<file path="config.mk">
export PLATFORM = sky130hd
export DESIGN_NAME = key_event
export DESIGN_NICKNAME = d
export VERILOG_FILES = /design/src/rtl/key_event.sv
export SDC_FILE = /design/constraint.sdc
export NUM_CORES = 1
export LEC_CHECK = 0
export ABC_AREA = 1
export CORE_MARGIN = 2
export CORE_UTILIZATION = 60
export DETAILED_ROUTE_END_ITERATION = 16
export PLACE_DENSITY = 0.88
export SLEW_MARGIN = 20
export SYNTH_ARGS = -nofsm -noshare
export SYNTH_HDL_FRONTEND = slang
export SYNTH_SLANG_ARGS = --single-unit
</file>
<file path="constraint.sdc">
create_clock -name clk -period 2.1 [get_ports clk]
set_input_delay 0.21 -clock clk [delete_from_list [all_inputs] [get_ports clk]]
set_output_delay 0.21 -clock clk [all_outputs]
set_load 0.005 [all_outputs]
</file>
<file path="src/rtl/key_event.sv">
// Push-button front end: synchronises and debounces a raw key pin, then emits clean
// single-cycle press, release, short, long and auto-repeat events plus a debounced level.
module key_event #(
   parameter bit          ACTIVE_LOW   = 1'b1,
   parameter int unsigned DEBOUNCE_CYC = 1000000,
   parameter int unsigned LONG_CYC     = 50000000,
   parameter int unsigned REPEAT_CYC   = 10000000,
   parameter int unsigned CW           = 28
) (
   input  logic clk,
   input  logic rst_n,
   input  logic key_in,
   output logic key_level,
   output logic press_pulse,
   output logic release_pulse,
   output logic short_pulse,
   output logic long_pulse,
   output logic repeat_pulse
);

   localparam logic [CW-1:0] DebLast  = CW'(DEBOUNCE_CYC - 1);
   localparam logic [CW-1:0] LongLast = CW'(LONG_CYC - 1);
   localparam logic [CW-1:0] RepLast  = CW'(REPEAT_CYC - 1);
   localparam logic [CW-1:0] One      = CW'(1);

   typedef enum logic [2:0] {
      StIdle,
      StPressDb,
      StHeld,
      StLongHeld,
      StReleaseDb
   } state_e;

   state_e        state_q;
   logic [1:0]    sync_q;
   logic [CW-1:0] dcnt_q;
   logic [CW-1:0] hcnt_q;
   logic [CW-1:0] rcnt_q;
   logic          was_long_q;
   logic          level_q;
   logic          press_q;
   logic          release_q;
   logic          short_q;
   logic          long_q;
   logic          repeat_q;
   logic          key_s;

   // Normalised synchronised key: 1 = pressed regardless of pin polarity.
   assign key_s = sync_q[1] ^ ACTIVE_LOW;

   always_ff @(posedge clk) begin
      if (!rst_n) begin
         sync_q     <= {2{ACTIVE_LOW}};
         state_q    <= StIdle;
         dcnt_q     <= '0;
         hcnt_q     <= '0;
         rcnt_q     <= '0;
         was_long_q <= 1'b0;
         level_q    <= 1'b0;
         press_q    <= 1'b0;
         release_q  <= 1'b0;
         short_q    <= 1'b0;
         long_q     <= 1'b0;
         repeat_q   <= 1'b0;
      end else begin
         sync_q    <= {sync_q[0], key_in};
         press_q   <= 1'b0;
         release_q <= 1'b0;
         short_q   <= 1'b0;
         long_q    <= 1'b0;
         repeat_q  <= 1'b0;

         unique case (state_q)
            StIdle: begin
               if (key_s) begin
                  state_q <= StPressDb;
                  dcnt_q  <= '0;
               end
            end

            StPressDb: begin
               if (!key_s) begin
                  state_q <= StIdle;
               end else if (dcnt_q == DebLast) begin
                  state_q    <= StHeld;
                  press_q    <= 1'b1;
                  level_q    <= 1'b1;
                  hcnt_q     <= '0;
                  was_long_q <= 1'b0;
               end else begin
                  dcnt_q <= dcnt_q + One;
               end
            end

            StHeld: begin
               if (!key_s) begin
                  state_q <= StReleaseDb;
                  dcnt_q  <= '0;
               end else if (hcnt_q == LongLast) begin
                  state_q    <= StLongHeld;
                  long_q     <= 1'b1;
                  was_long_q <= 1'b1;
                  rcnt_q     <= '0;
               end else begin
                  hcnt_q <= hcnt_q + One;
               end
            end

            StLongHeld: begin
               if (!key_s) begin
                  state_q <= StReleaseDb;
                  dcnt_q  <= '0;
               end else if (rcnt_q == RepLast) begin
                  repeat_q <= 1'b1;
                  rcnt_q   <= '0;
               end else begin
                  rcnt_q <= rcnt_q + One;
               end
            end

            StReleaseDb: begin
               // hcnt/rcnt stay frozen so a release glitch resumes where it left off.
               if (key_s) begin
                  state_q <= was_long_q ? StLongHeld : StHeld;
               end else if (dcnt_q == DebLast) begin
                  state_q   <= StIdle;
                  release_q <= 1'b1;
                  short_q   <= ~was_long_q;
                  level_q   <= 1'b0;
               end else begin
                  dcnt_q <= dcnt_q + One;
               end
            end

            default: state_q <= StIdle;
         endcase
      end
   end

   assign key_level     = level_q;
   assign press_pulse   = press_q;
   assign release_pulse = release_q;
   assign short_pulse   = short_q;
   assign long_pulse    = long_q;
   assign repeat_pulse  = repeat_q;

endmodule

</file>
==> results of run 1 <==
==> routing by layer <==
metal	share of wire, %	wire length, microns	up-vias	GRT usage [%]
li1	-	-	3229	-
met1	43	6451	2868	36.00
met2	46	6927	248	45.71
met3	7.5	1112	40	5.751
met4	2.8	413	0	10.86
met5	0	0	-	0
==> cell type report <==
cell class	count	share of cell area, %
Multi-Input combinational cell	776	55.36
Sequential cell	96	28.82
Inverter	105	5.967
Timing Repair Buffer	30	4.053
Tap cell	136	2.552
Clock buffer	9	1.858
Clock inverter	6	1.389
==> layout by cell type (no fill, tap or decap), drive strengths merged <==
cell and instances:
nand2 319, nor2 185, inv 104, dfxtp 96
nand3 83, a21oi 73, nand4 29, buf 22
xor2 21, nor3 20, o21ai 19, clkbuf 9
clkdlybuf4s50 8, nand3b 5, or2 4, clkinvlp 3
nor4 3, ha 3, xnor2 2, o21bai 2
nor3b 2, and2 2, bufinv 2, clkinv 2
o21a 1, a211o 1, o22ai 1, and3 1
==> registers in the layout, indices dropped and copies added (netlist names) <==
signal,count
dcnt_q,28
hcnt_q,28
rcnt_q,28
state_q,3
sync_q,2
key_level,1
long_pulse,1
press_pulse,1
release_pulse,1
repeat_pulse,1
short_pulse,1
was_long_q,1
==> report_power, final <==
group / switching [W] / leakage, nW / internal [W]
Sequential: 0.0000535 / 0.774 / 0.00185
Clock: 0.000683 / 0.102 / 0.000670
Combinational: 0.000733 / 1.57 / 0.000314
==> stage by stage <==
stage,total power [W],cells,hold WS (ps)
2_1_floorplan,0.002874,1002,316.6
3_3_place_gp,0.002929,1141,394.3
3_5_place_dp,0.002945,1141,403.0
4_1_cts,0.004272,1156,408.2
5_1_grt,0.004523,1158,396.0
6_report,0.004307,1158,412.7
==> kinds of logic (layout without fill, tap and decap cells) <==
group / Yosys count / after routing / share of synthesized area (%)
fa+ha+maj: 3 / 3 / 0.6078
simple gates: 652 / 653 / 46.11
flops: 96 / 96 / 31.12
xor+xnor: 23 / 23 / 3.262
buf+inv: 131 / 150 / 9.745
compound gates: 97 / 97 / 9.157
==> repair_timing <==
item                                    in CTS  in global routing
hold buffers                                 0                  0
endpoints found under the hold margin        0                  0
buffers inserted                             0                  1
resized for setup                            0                  6
endpoints found under the setup margin       0                 50
==> worst paths after layout <==
kind | startpoint | end | cells after the start
worst min-delay path | key_in | sync_q[0] | 2
worst min register to register | sync_q[0] | sync_q[1] | 1
worst max register to register | dcnt_q[1] | hcnt_q[18] | 12
worst max-delay path | dcnt_q[1] | hcnt_q[18] | 12
==> synthesized netlist by cell type, types with 6 or more instances <==
cell / instances
nand2_1: 295
inv_2: 6
inv_1: 96
xor2_1: 21
buf_6: 7
o21ai_0: 16
clkbuf_1: 9
a21oi_1: 56
nand2_2: 19
nand4_1: 29
dfxtp_1: 96
nor2_1: 178
nand3_1: 81
a21oi_2: 17
nor3_1: 18
==> tab_implementation.tex, run 1 <==
\begin{tabular}{lr}
\hline
Metric & Value \\
\hline
\multicolumn{2}{l}{\textbf{Status}} \\
Outcome & completed \\
\multicolumn{2}{l}{\textbf{Setup path}} \\
Top cell family by delay on the critical path & simple AND/OR/NAND/NOR gates \\
Longest individual stage delay on the worst path & $\sim$400 ps \\
Worst setup EP type & flip-flop \\
Worst-path fanout max & 14 \\
Required time at the worst-slack endpoint & about 2400 ps \\
Worst path most repeated cell & nand2\_1 \\
Arrival time of the worst setup path & roughly 2300 ps \\
Cell with the biggest individual delay on the critical path & dfxtp\_1 \\
Slack of the worst reg-to-reg path & 170 ps \\
Category of the worst setup path launch point & flip-flop \\
Critical path, cell by cell & ha\_2 -> nand3\_1 -> inv\_2 -> nand3\_4 -> nor2\_8 -> nand2\_4 -> nand2\_8 -> buf\_4 -> nand2\_1 -> nand2\_1 -> nand2\_1 -> nor2\_1 \\
Total buffers and inverters traversed by the critical path & 2 \\
Kind of critical path & flip-flop to flip-flop \\
\multicolumn{2}{l}{\textbf{Drt}} \\
ANT nets after route & 0 \\
Ratio of routed vias to standard cells & approximately 5.5 \\
Routed wire length & about 15000 microns \\
Initial DRT Pass Iterations & 6 \\
Drt initial violations & around 550 \\
Remaining routing DRC violations & 0 \\
Average routed wire per standard cell & roughly 13 microns \\
Total vias in the final route & between 6k and 7k \\
\multicolumn{2}{l}{\textbf{Flow run}} \\
Max cap viols & 0 \\
\multicolumn{2}{l}{\textbf{Synthesis}} \\
Top cells by area in the synthesized netlist & dfxtp\_1 (31\%), nand2\_1 (18\%), nor2\_1 (11\%) \\
Register bit total from synthesis & 96 \\
Proportion of netlist area held by the largest area contributor & just over 30\% \\
Dominant synthesized flop cell & dfxtp\_1 \\
Gate count of the mapped netlist & 1002 \\
Share of synthesized area occupied by flip-flops and latches & 31.12\% \\
Biggest area consumer among synthesized cells & dfxtp\_1 \\
Warning count from the yosys run & 0 \\
Post-synthesis instance area & between 6000 and 7000 sq um \\
EDFF count, synth & 0 \\
Average cell area after synthesis & around 6.2 sq um \\
Yosys cell types & 42 \\
Post-synthesis async set-or-reset flop share & 0\% \\
Post-synth net total & roughly 1k \\
\multicolumn{2}{l}{\textbf{Timing}} \\
Post-route clock period utilization & between 90\% and 100\% \\
Post-Route Setup TNS & 0 ps \\
Post-route clock skew & between 15 and 20 ps \\
Time the final worst path needs with I/O delays and setup & 1933 ps \\
Setup-failing EPs final & 0 \\
Slack of the critical path & between 150 and 200 ps \\
Top achievable clock speed & roughly 0.52 GHz \\
Rel. slew slack & 71.15\% \\
Transition time at the pin with the least slew margin & 432.1 ps \\
Final-report hold violation count & 0 \\
Max-slew violation total from the final report & 0 \\
\multicolumn{2}{l}{\textbf{GRT}} \\
Aggregate global routing overflow & 0 \\
Number of antenna violations at the first check in global routing & 0 \\
First-pass GRT wire length & around 25000 microns \\
Maximum number of pins on one net before global-route repair & 29 \\
Vias in the first global route & 5782 \\
Global-route usage over all layers & between 20\% and 30\% \\
\multicolumn{2}{l}{\textbf{Cells and area}} \\
Area Growth Syn to Fin & 7.962\% \\
Share of post-route cells with drive strength above 1 & about a tenth \\
Number of fill cells in the layout & 898 \\
Final Util & about two thirds \\
\# diodes & 0 \\
Layout Nets & about 1.0k \\
Sequential cell area in the final layout & roughly 1900 sq um \\
Post-route cell area & 6668 sq um \\
Area taken by multi-input logic gates & 3691 sq um \\
\multicolumn{2}{l}{\textbf{Placement}} \\
Area after DPL & 6401 sq um \\
PortBufs & 8 \\
HPWL after detailed placement & 10800 microns \\
Routability congestion estimate from global placement & 0.9792 \\
Setup slack at placement & about 70 ps \\
\multicolumn{2}{l}{\textbf{Die}} \\
Horizontal extent of the die & 105.5 microns \\
Number of top-level pins & 9 \\
Die Span Y & about 110 microns \\
Total Die Area & about 11000 sq um \\
Row count & 37 \\
Initial core utilization & between 60 and 70\% \\
Area of the placeable core & 10140 sq um \\
\multicolumn{2}{l}{\textbf{Clock network}} \\
Root buffer selected by CTS & clkbuf\_8 \\
Clock slew seen by the registers of the worst setup and hold paths & 100 ps \\
Longest Clk Path Bufs & 2 \\
CTS H-Tree Depth & 3 \\
Clock tree sinks & 96 \\
Clock tree from TritonCTS & done \\
Number of clock buffers inserted by TritonCTS & 9 \\
Latest clock arrival within the worst-skew pair & between 300 and 400 ps \\
\multicolumn{2}{l}{\textbf{Power and ir drop}} \\
Leakage dissipation & 2.443 nW \\
Power per Cell Area & 645.9 nW/um\^{}2 \\
VDD IR-drop max & between 0.6 and 0.7 mV \\
\multicolumn{2}{l}{\textbf{Min path}} \\
Hold Path Class & input pin to flip-flop \\
\hline
\end{tabular}
Power figures use the tool's default switching activity.
==> inputs of run 2 (changes only) <==
HOLD_SLACK_MARGIN = 0.08   (was not set)
clock period = 2.4 ns   (was 2.1 ns; I/O delays follow)
==> run 2 against run 1 <==
Net effect: count of clock-buffer cells in the layout increased by 1; via count is 2.4% lower; critical path depth shrank 1; sequential share of layout area is 0.60 points higher; total power fell by 15%; worst hold slack improved by 7.4 ps; sequential power is 13% lower; clock power decreased by 14%; global-route usage is 1.3 points lower; critical path type unchanged; critical endpoint is now dcnt_q[7]; largest cell class unchanged; largest power group unchanged.
==> tab_implementation.tex, run 2 (synthesis gave the netlist of run 1 again) <==
\begin{tabular}{lr}
\hline
Metric & Value \\
\hline
\multicolumn{2}{l}{\textbf{Timing}} \\
Rel. slew slack & 72.17\% (+1.0 points) \\
Post-route clock period utilization & 87.87\% (-4.2 points) \\
Post-route clock skew & 16.03 ps (-0.9371 ps) \\
Max-slew violation total from the final report & 0 (unchanged) \\
Transition time at the pin with the least slew margin & 417.0 ps (-15.07 ps) \\
Top achievable clock speed & 0.4742 GHz (-8.3\%) \\
Post-Route Setup TNS & 0 ps (unchanged) \\
Setup repair after global routing missed its margin & no \\
Time the final worst path needs with I/O delays and setup & 2109 ps (+175.7 ps) \\
Final-report hold violation count & 0 (unchanged) \\
Setup-failing EPs final & 0 (unchanged) \\
\multicolumn{2}{l}{\textbf{Setup path}} \\
Kind of critical path & flip-flop to flip-flop \\
Total buffers and inverters traversed by the critical path & 2 (unchanged) \\
Category of the worst setup path launch point & flip-flop \\
Cell with the biggest individual delay on the critical path & dfxtp\_1 \\
Longest individual stage delay on the worst path & 380 ps (about the same) \\
Top cell family by delay on the critical path & simple AND/OR/NAND/NOR gates \\
Worst setup EP type & flip-flop \\
Arrival time of the worst setup path & 2440 ps (+180 ps) \\
Worst-path fanout max & 17 (+3) \\
Critical path, cell by cell & ha\_1 -> nand3\_1 -> inv\_2 -> nand3\_4 -> nor2\_8 -> nand2\_4 -> nand2\_4 -> clkinv\_1 -> nand3\_1 -> nand2\_1 -> nor2\_1 \\
Required time at the worst-slack endpoint & 2730 ps (+300 ps) \\
Slack of the worst reg-to-reg path & 290 ps (+120 ps) \\
\multicolumn{2}{l}{\textbf{Drt}} \\
Total vias in the final route & 6231 (-2.4\%) \\
Amount of wire on met2 after detailed routing & 6639 microns (-4.2\%) \\
Drt initial violations & 432 (-22\%) \\
Remaining routing DRC violations & 0 (unchanged) \\
Detailed route wirelength on metal3 & 866 microns (-22\%) \\
Routed metal-1 wire length & 6574 microns (+1.9\%) \\
Average routed wire per standard cell & 12.51 microns (-2.8\%) \\
Initial DRT Pass Iterations & 5 (-1) \\
Routed wire length & 14360 microns (-3.7\%) \\
ANT nets after route & 0 (unchanged) \\
Ratio of routed vias to standard cells & 5.428 (-1.6\%) \\
Uppermost layer routed & met4 \\
\multicolumn{2}{l}{\textbf{Cells and area}} \\
Area Growth Syn to Fin & 5.774\% \\
\# diodes & 0 (unchanged) \\
Number of fill cells in the layout & 908 (+1.1\%) \\
Top Registers & dcnt\_q x28, hcnt\_q x28, rcnt\_q x28 \\
Most common library cell in the layout ignoring fill and taps & nand2\_1 \\
Share of post-route cells with drive strength above 1 & 8.992\% (-1.2 points) \\
Final Util & 64.43\% (-1.3 points) \\
Layout Nets & 1013 (-1.1\%) \\
Highest-count cells in the layout ignoring fill and taps & nand2\_1 (295), nor2\_1 (178), inv\_1 (96), dfxtp\_1 (96), nand3\_1 (81) \\
Post-route cell area & 6533 sq um (-2.0\%) \\
\multicolumn{2}{l}{\textbf{Placement}} \\
HPWL after detailed placement & 10590 microns (-1.9\%) \\
Routability congestion estimate from global placement & 0.9737 (-0.56\%) \\
PortBufs & 8 (unchanged) \\
Area after DPL & 6321 sq um (-1.3\%) \\
\multicolumn{2}{l}{\textbf{GRT}} \\
Number of antenna violations at the first check in global routing & 0 (unchanged) \\
First-pass GRT wire length & 24380 microns (-4.2\%) \\
Aggregate global routing overflow & 0 (unchanged) \\
Vias in the first global route & 5383 (-6.9\%) \\
Global-route usage over all layers & 26.61\% (-1.3 points) \\
Maximum number of pins on one net before global-route repair & 26 (-10\%) \\
\multicolumn{2}{l}{\textbf{Flow run}} \\
Max cap viols & 0 (unchanged) \\
\multicolumn{2}{l}{\textbf{Clock network}} \\
Cts-stage hold buffer count & 0 (unchanged) \\
Longest Clk Path Bufs & 2 (unchanged) \\
CTS H-Tree Depth & 3 (unchanged) \\
Number of clock buffers inserted by TritonCTS & 9 (unchanged) \\
Count of cells resized by post-cts repair & 0 (unchanged) \\
Clock slew seen by the registers of the worst setup and hold paths & 100 ps (about the same) \\
Latest clock arrival within the worst-skew pair & 400 ps (about the same) \\
Clock tree sinks & 96 (unchanged) \\
Post-CTS Repair Setup Buffers & 0 (unchanged) \\
Root buffer selected by CTS & clkbuf\_8 \\
Clock tree from TritonCTS & done \\
\multicolumn{2}{l}{\textbf{Die}} \\
Die Span Y & 105.5 microns (unchanged) \\
Area of the placeable core & 10140 sq um (unchanged) \\
Number of top-level pins & 9 (unchanged) \\
Initial core utilization & 60.92\% (unchanged) \\
Row count & 37 (unchanged) \\
Total Die Area & 11120 sq um (unchanged) \\
Horizontal extent of the die & 105.5 microns (unchanged) \\
\multicolumn{2}{l}{\textbf{Power and ir drop}} \\
Leakage dissipation & 2.378 nW (-2.7\%) \\
VDD IR-drop max & 0.3090 mV (-54\%) \\
Power per Cell Area & 561.2 nW/um\^{}2 (-13\%) \\
\multicolumn{2}{l}{\textbf{Min path}} \\
Hold Path Class & flip-flop to flip-flop \\
\multicolumn{2}{l}{\textbf{Status}} \\
Outcome & completed \\
\hline
\end{tabular}
## run 2: layout make-up
| class | instances | area, sq um | area share [%] |
|---|---|---|---|
| clock buffer | 10 | 137.6 | 2.107 |
| clock inverter | 6 | 73.82 | 1.130 |
| inverter | 105 | 394.1 | 6.033 |
| multi-input combinational | 775 | 3652 | 55.91 |
| sequential | 96 | 1922 | 29.42 |
| tap | 136 | 170.2 | 2.605 |
| timing repair buffer | 20 | 182.7 | 2.796 |
## run 2: worst paths after layout
path,from,end,depth (start not counted)
max,dcnt_q[1],dcnt_q[7],11
min,sync_q[0],sync_q[1],1
max reg2reg,dcnt_q[1],dcnt_q[7],11
min reg2reg,sync_q[0],sync_q[1],1
## run 2: power by group
group          internal [W]  switching [W]
registers           0.00162      0.0000482
clock network      0.000525       0.000633
logic              0.000219       0.000620
total               0.00237        0.00130
## run 2: layer usage
layer	vias up	track usage (%)
met1	2797	35.75
met4	0	10.10
met2	201	43.00
met3	28	4.205
met5	-	0
li1	3205	-
## run 2: through the flow
| stage | total power (W) | worst slack, ps | cells | hold slack [ps] |
|---|---|---|---|---|
| 3_3_place_gp | 0.002520 | 391.7 | 1132 | 396.3 |
| 5_1_grt | 0.003824 | 143.2 | 1148 | 432.1 |
| 4_1_cts | 0.003677 | 297.3 | 1148 | 427.1 |
| 3_5_place_dp | 0.002537 | 320.1 | 1132 | 414.9 |
| 2_1_floorplan | 0.002514 | 710.5 | 1002 | 346.6 |
| 6_report | 0.003666 | 291.1 | 1148 | 420.2 |
==> inputs of run 3 (changes only) <==
RECOVER_POWER = 100   (was not set)
==> run 3 against run 2 <==
Net effect: global-route usage stayed put; cell count unchanged; die area stayed put; clock power hardly changed; worst setup slack got worse by 52 ps; worst hold slack better by 2.7 ps; register-to-register slack got worse by 50 ps; combinational power down 0.8%; clock skew hardly changed; critical path type unchanged; critical endpoint unchanged; largest cell class unchanged; largest power group unchanged.
==> tab_implementation.tex, run 3 (synthesis gave the netlist of run 1 again) <==
\begin{tabular}{lr}
\hline
Metric & Value \\
\hline
\multicolumn{2}{l}{\textbf{Setup path}} \\
Kind of critical path & flip-flop to flip-flop \\
Critical path, cell by cell & ha\_1 -> nand3\_1 -> inv\_1 -> nand3\_4 -> nor2\_8 -> nand2\_4 -> nand2\_4 -> clkinv\_1 -> nand3\_1 -> nand2\_1 -> nor2\_1 \\
Longest individual stage delay on the worst path & 380 ps (about the same) \\
Cell with the biggest individual delay on the critical path & dfxtp\_1 \\
Worst setup EP type & flip-flop \\
Slack of the worst reg-to-reg path & 240 ps (-50 ps) \\
Category of the worst setup path launch point & flip-flop \\
Crit Reg-Reg Endpoint & dcnt\_q[7] \\
Worst-path fanout max & 17 (unchanged) \\
FF-to-FF path depth & 11 (unchanged) \\
Crit Reg-Reg Startpoint & dcnt\_q[1] \\
Arrival time of the worst setup path & 2490 ps (+50 ps) \\
Required time at the worst-slack endpoint & 2730 ps (about the same) \\
\multicolumn{2}{l}{\textbf{Cells and area}} \\
Area taken by multi-input logic gates & 3627 sq um (-0.69\%) \\
Final Util & 64.12\% (-0.31 points) \\
Highest-count cells in the layout ignoring fill and taps & nand2\_1 (296), nor2\_1 (178), inv\_1 (99) \\
Most common library cell in the layout ignoring fill and taps & nand2\_1 \\
Share of post-route cells with drive strength above 1 & 7.905\% (-1.1 points) \\
Area Growth Syn to Fin & 5.268\% \\
Sequential cell area in the final layout & 1922 sq um (unchanged) \\
Layout Nets & 1013 (unchanged) \\
\# diodes & 0 (unchanged) \\
Top Registers & dcnt\_q x28, hcnt\_q x28, rcnt\_q x28 \\
Number of fill cells in the layout & 919 (+1.2\%) \\
\multicolumn{2}{l}{\textbf{Flow run}} \\
Max cap viols & 0 (unchanged) \\
\multicolumn{2}{l}{\textbf{Clock network}} \\
Clock tree from TritonCTS & done \\
Count of cells resized by post-cts repair & 0 (unchanged) \\
CTS H-Tree Depth & 3 (unchanged) \\
Number of clock buffers inserted by TritonCTS & 9 (unchanged) \\
Root buffer selected by CTS & clkbuf\_8 \\
Clock tree sinks & 96 (unchanged) \\
Cts-stage hold buffer count & 0 (unchanged) \\
Clock slew seen by the registers of the worst setup and hold paths & 100 ps (about the same) \\
Longest Clk Path Bufs & 2 (unchanged) \\
Latest clock arrival within the worst-skew pair & 400 ps (about the same) \\
Post-CTS Repair Setup Buffers & 0 (unchanged) \\
\multicolumn{2}{l}{\textbf{Timing}} \\
Transition time at the pin with the least slew margin & 737.1 ps (+320.0 ps) \\
Post-Route Setup TNS & 0 ps (unchanged) \\
Setup-failing EPs final & 0 (unchanged) \\
Max-slew violation total from the final report & 0 (unchanged) \\
Final-report hold violation count & 0 (unchanged) \\
Top achievable clock speed & 0.4627 GHz (-2.4\%) \\
Rel. slew slack & 50.81\% (-21 points) \\
Post-route clock period utilization & 90.05\% (+2.2 points) \\
Post-route clock skew & 15.81 ps (-0.2147 ps) \\
Time the final worst path needs with I/O delays and setup & 2161 ps (+52.37 ps) \\
Setup repair after global routing missed its margin & no \\
Slack of the critical path & 238.7 ps (-52.37 ps) \\
Worst hold slack & 422.9 ps (+2.679 ps) \\
\multicolumn{2}{l}{\textbf{Drt}} \\
Routed wire length & 14420 microns (+0.40\%) \\
Routed metal-1 wire length & 6533 microns (-0.62\%) \\
Average routed wire per standard cell & 12.56 microns (+0.40\%) \\
Detailed route wirelength on metal3 & 982 microns (+13\%) \\
Total vias in the final route & 6261 (+0.48\%) \\
Uppermost layer routed & met4 \\
Ratio of routed vias to standard cells & 5.454 (+0.48\%) \\
Initial DRT Pass Iterations & 6 (+1) \\
Remaining routing DRC violations & 0 (unchanged) \\
Drt initial violations & 442 (+2.3\%) \\
Amount of wire on met2 after detailed routing & 6633 microns (about the same) \\
ANT nets after route & 0 (unchanged) \\
\multicolumn{2}{l}{\textbf{Power and ir drop}} \\
Power per Cell Area & 563.2 nW/um\^{}2 (+0.37\%) \\
Leakage dissipation & 2.401 nW (+0.96\%) \\
VDD IR-drop max & 0.3085 mV (-0.16\%) \\
Post-layout power & 0.003662 W (-0.11\%) \\
\multicolumn{2}{l}{\textbf{Placement}} \\
PortBufs & 8 (unchanged) \\
Routability congestion estimate from global placement & 0.9737 (unchanged) \\
Setup slack at placement & 320.1 ps (unchanged) \\
HPWL after detailed placement & 10590 microns (unchanged) \\
\multicolumn{2}{l}{\textbf{GRT}} \\
Number of antenna violations at the first check in global routing & 0 (unchanged) \\
Maximum number of pins on one net before global-route repair & 26 (unchanged) \\
Aggregate global routing overflow & 0 (unchanged) \\
Vias in the first global route & 5383 (unchanged) \\
Global-route usage over all layers & 26.61\% (unchanged) \\
First-pass GRT wire length & 24380 microns (unchanged) \\
\multicolumn{2}{l}{\textbf{Status}} \\
Outcome & completed \\
\multicolumn{2}{l}{\textbf{Min path}} \\
Hold Path End & sync\_q[1] \\
Cells on Worst Hold Path & 1 (unchanged) \\
Hold Path Class & flip-flop to flip-flop \\
Hold path startpoint & sync\_q[0] \\
\multicolumn{2}{l}{\textbf{Die}} \\
Total Die Area & 11120 sq um (unchanged) \\
Die Span Y & 105.5 microns (unchanged) \\
Initial core utilization & 60.92\% (unchanged) \\
Area of the placeable core & 10140 sq um (unchanged) \\
Horizontal extent of the die & 105.5 microns (unchanged) \\
Number of top-level pins & 9 (unchanged) \\
Row count & 37 (unchanged) \\
\hline
\end{tabular}
==> run 3: changes by cell type in the layout (fill, tap and decap cells not counted), sizes merged <==
| cell | previous run | this run |
|---|---|---|
| clkdlybuf4s50 | 8 | 1 |
| dlygate4sd3 | 0 | 7 |
| buf | 12 | 10 |
| clkbuf | 10 | 12 |
==> run 3: worst max-delay path, delay by kind of cell (launching register included) <==
family / cells / cell delay, ps
simple gates: 8 / 1010
buf+inv: 2 / 480
flops: 1 / 380
fa+ha+maj: 1 / 220
==> run 3: through the flow <==
| stage | cell area, sq um | std cells |
|---|---|---|
| final | 6501 | 1148 |
| after global routing | 6501 | 1148 |
| after CTS | 6533 | 1148 |
| after detailed placement | 6321 | 1132 |
| after global placement | 6321 | 1132 |
| after floorplan | 6176 | 1002 |
==> run 3: worst max-delay path by stage <==
stage                     depth (start not counted)       start         end
after floorplan                                  11   dcnt_q[1]   hcnt_q[1]
after global placement                           11   dcnt_q[1]   dcnt_q[7]
after detailed placement                         10   dcnt_q[1]   dcnt_q[9]
after CTS                                        10   dcnt_q[1]   dcnt_q[8]
after global routing                             11  hcnt_q[21]  rcnt_q[20]
final                                            11   dcnt_q[1]   dcnt_q[7]
==> run 3: layout make-up <==
| type | instances | area share (%) |
|---|---|---|
| clock buffers | 10 | 2.117 |
| repair buffers | 20 | 2.714 |
| flip-flops and latches | 96 | 29.56 |
| clock inverters | 6 | 1.135 |
| well taps | 136 | 2.617 |
| inverters | 105 | 6.062 |
| multi-input cells | 775 | 55.79 |
==> run 3: report_power, final <==
group	internal, W	switching (W)	leakage, nW
logic	0.000214	0.000618	1.53
registers	0.00162	0.0000489	0.774
clock network	0.000525	0.000635	0.101
total	0.00236	0.00130	2.40
==> run 3: routing by layer <==
layer / vias up / track usage [%]
met5: - / 0
li1: 3206 / -
met4: 0 / 10.10
met2: 225 / 43.00
met3: 28 / 4.205
met1: 2802 / 35.75
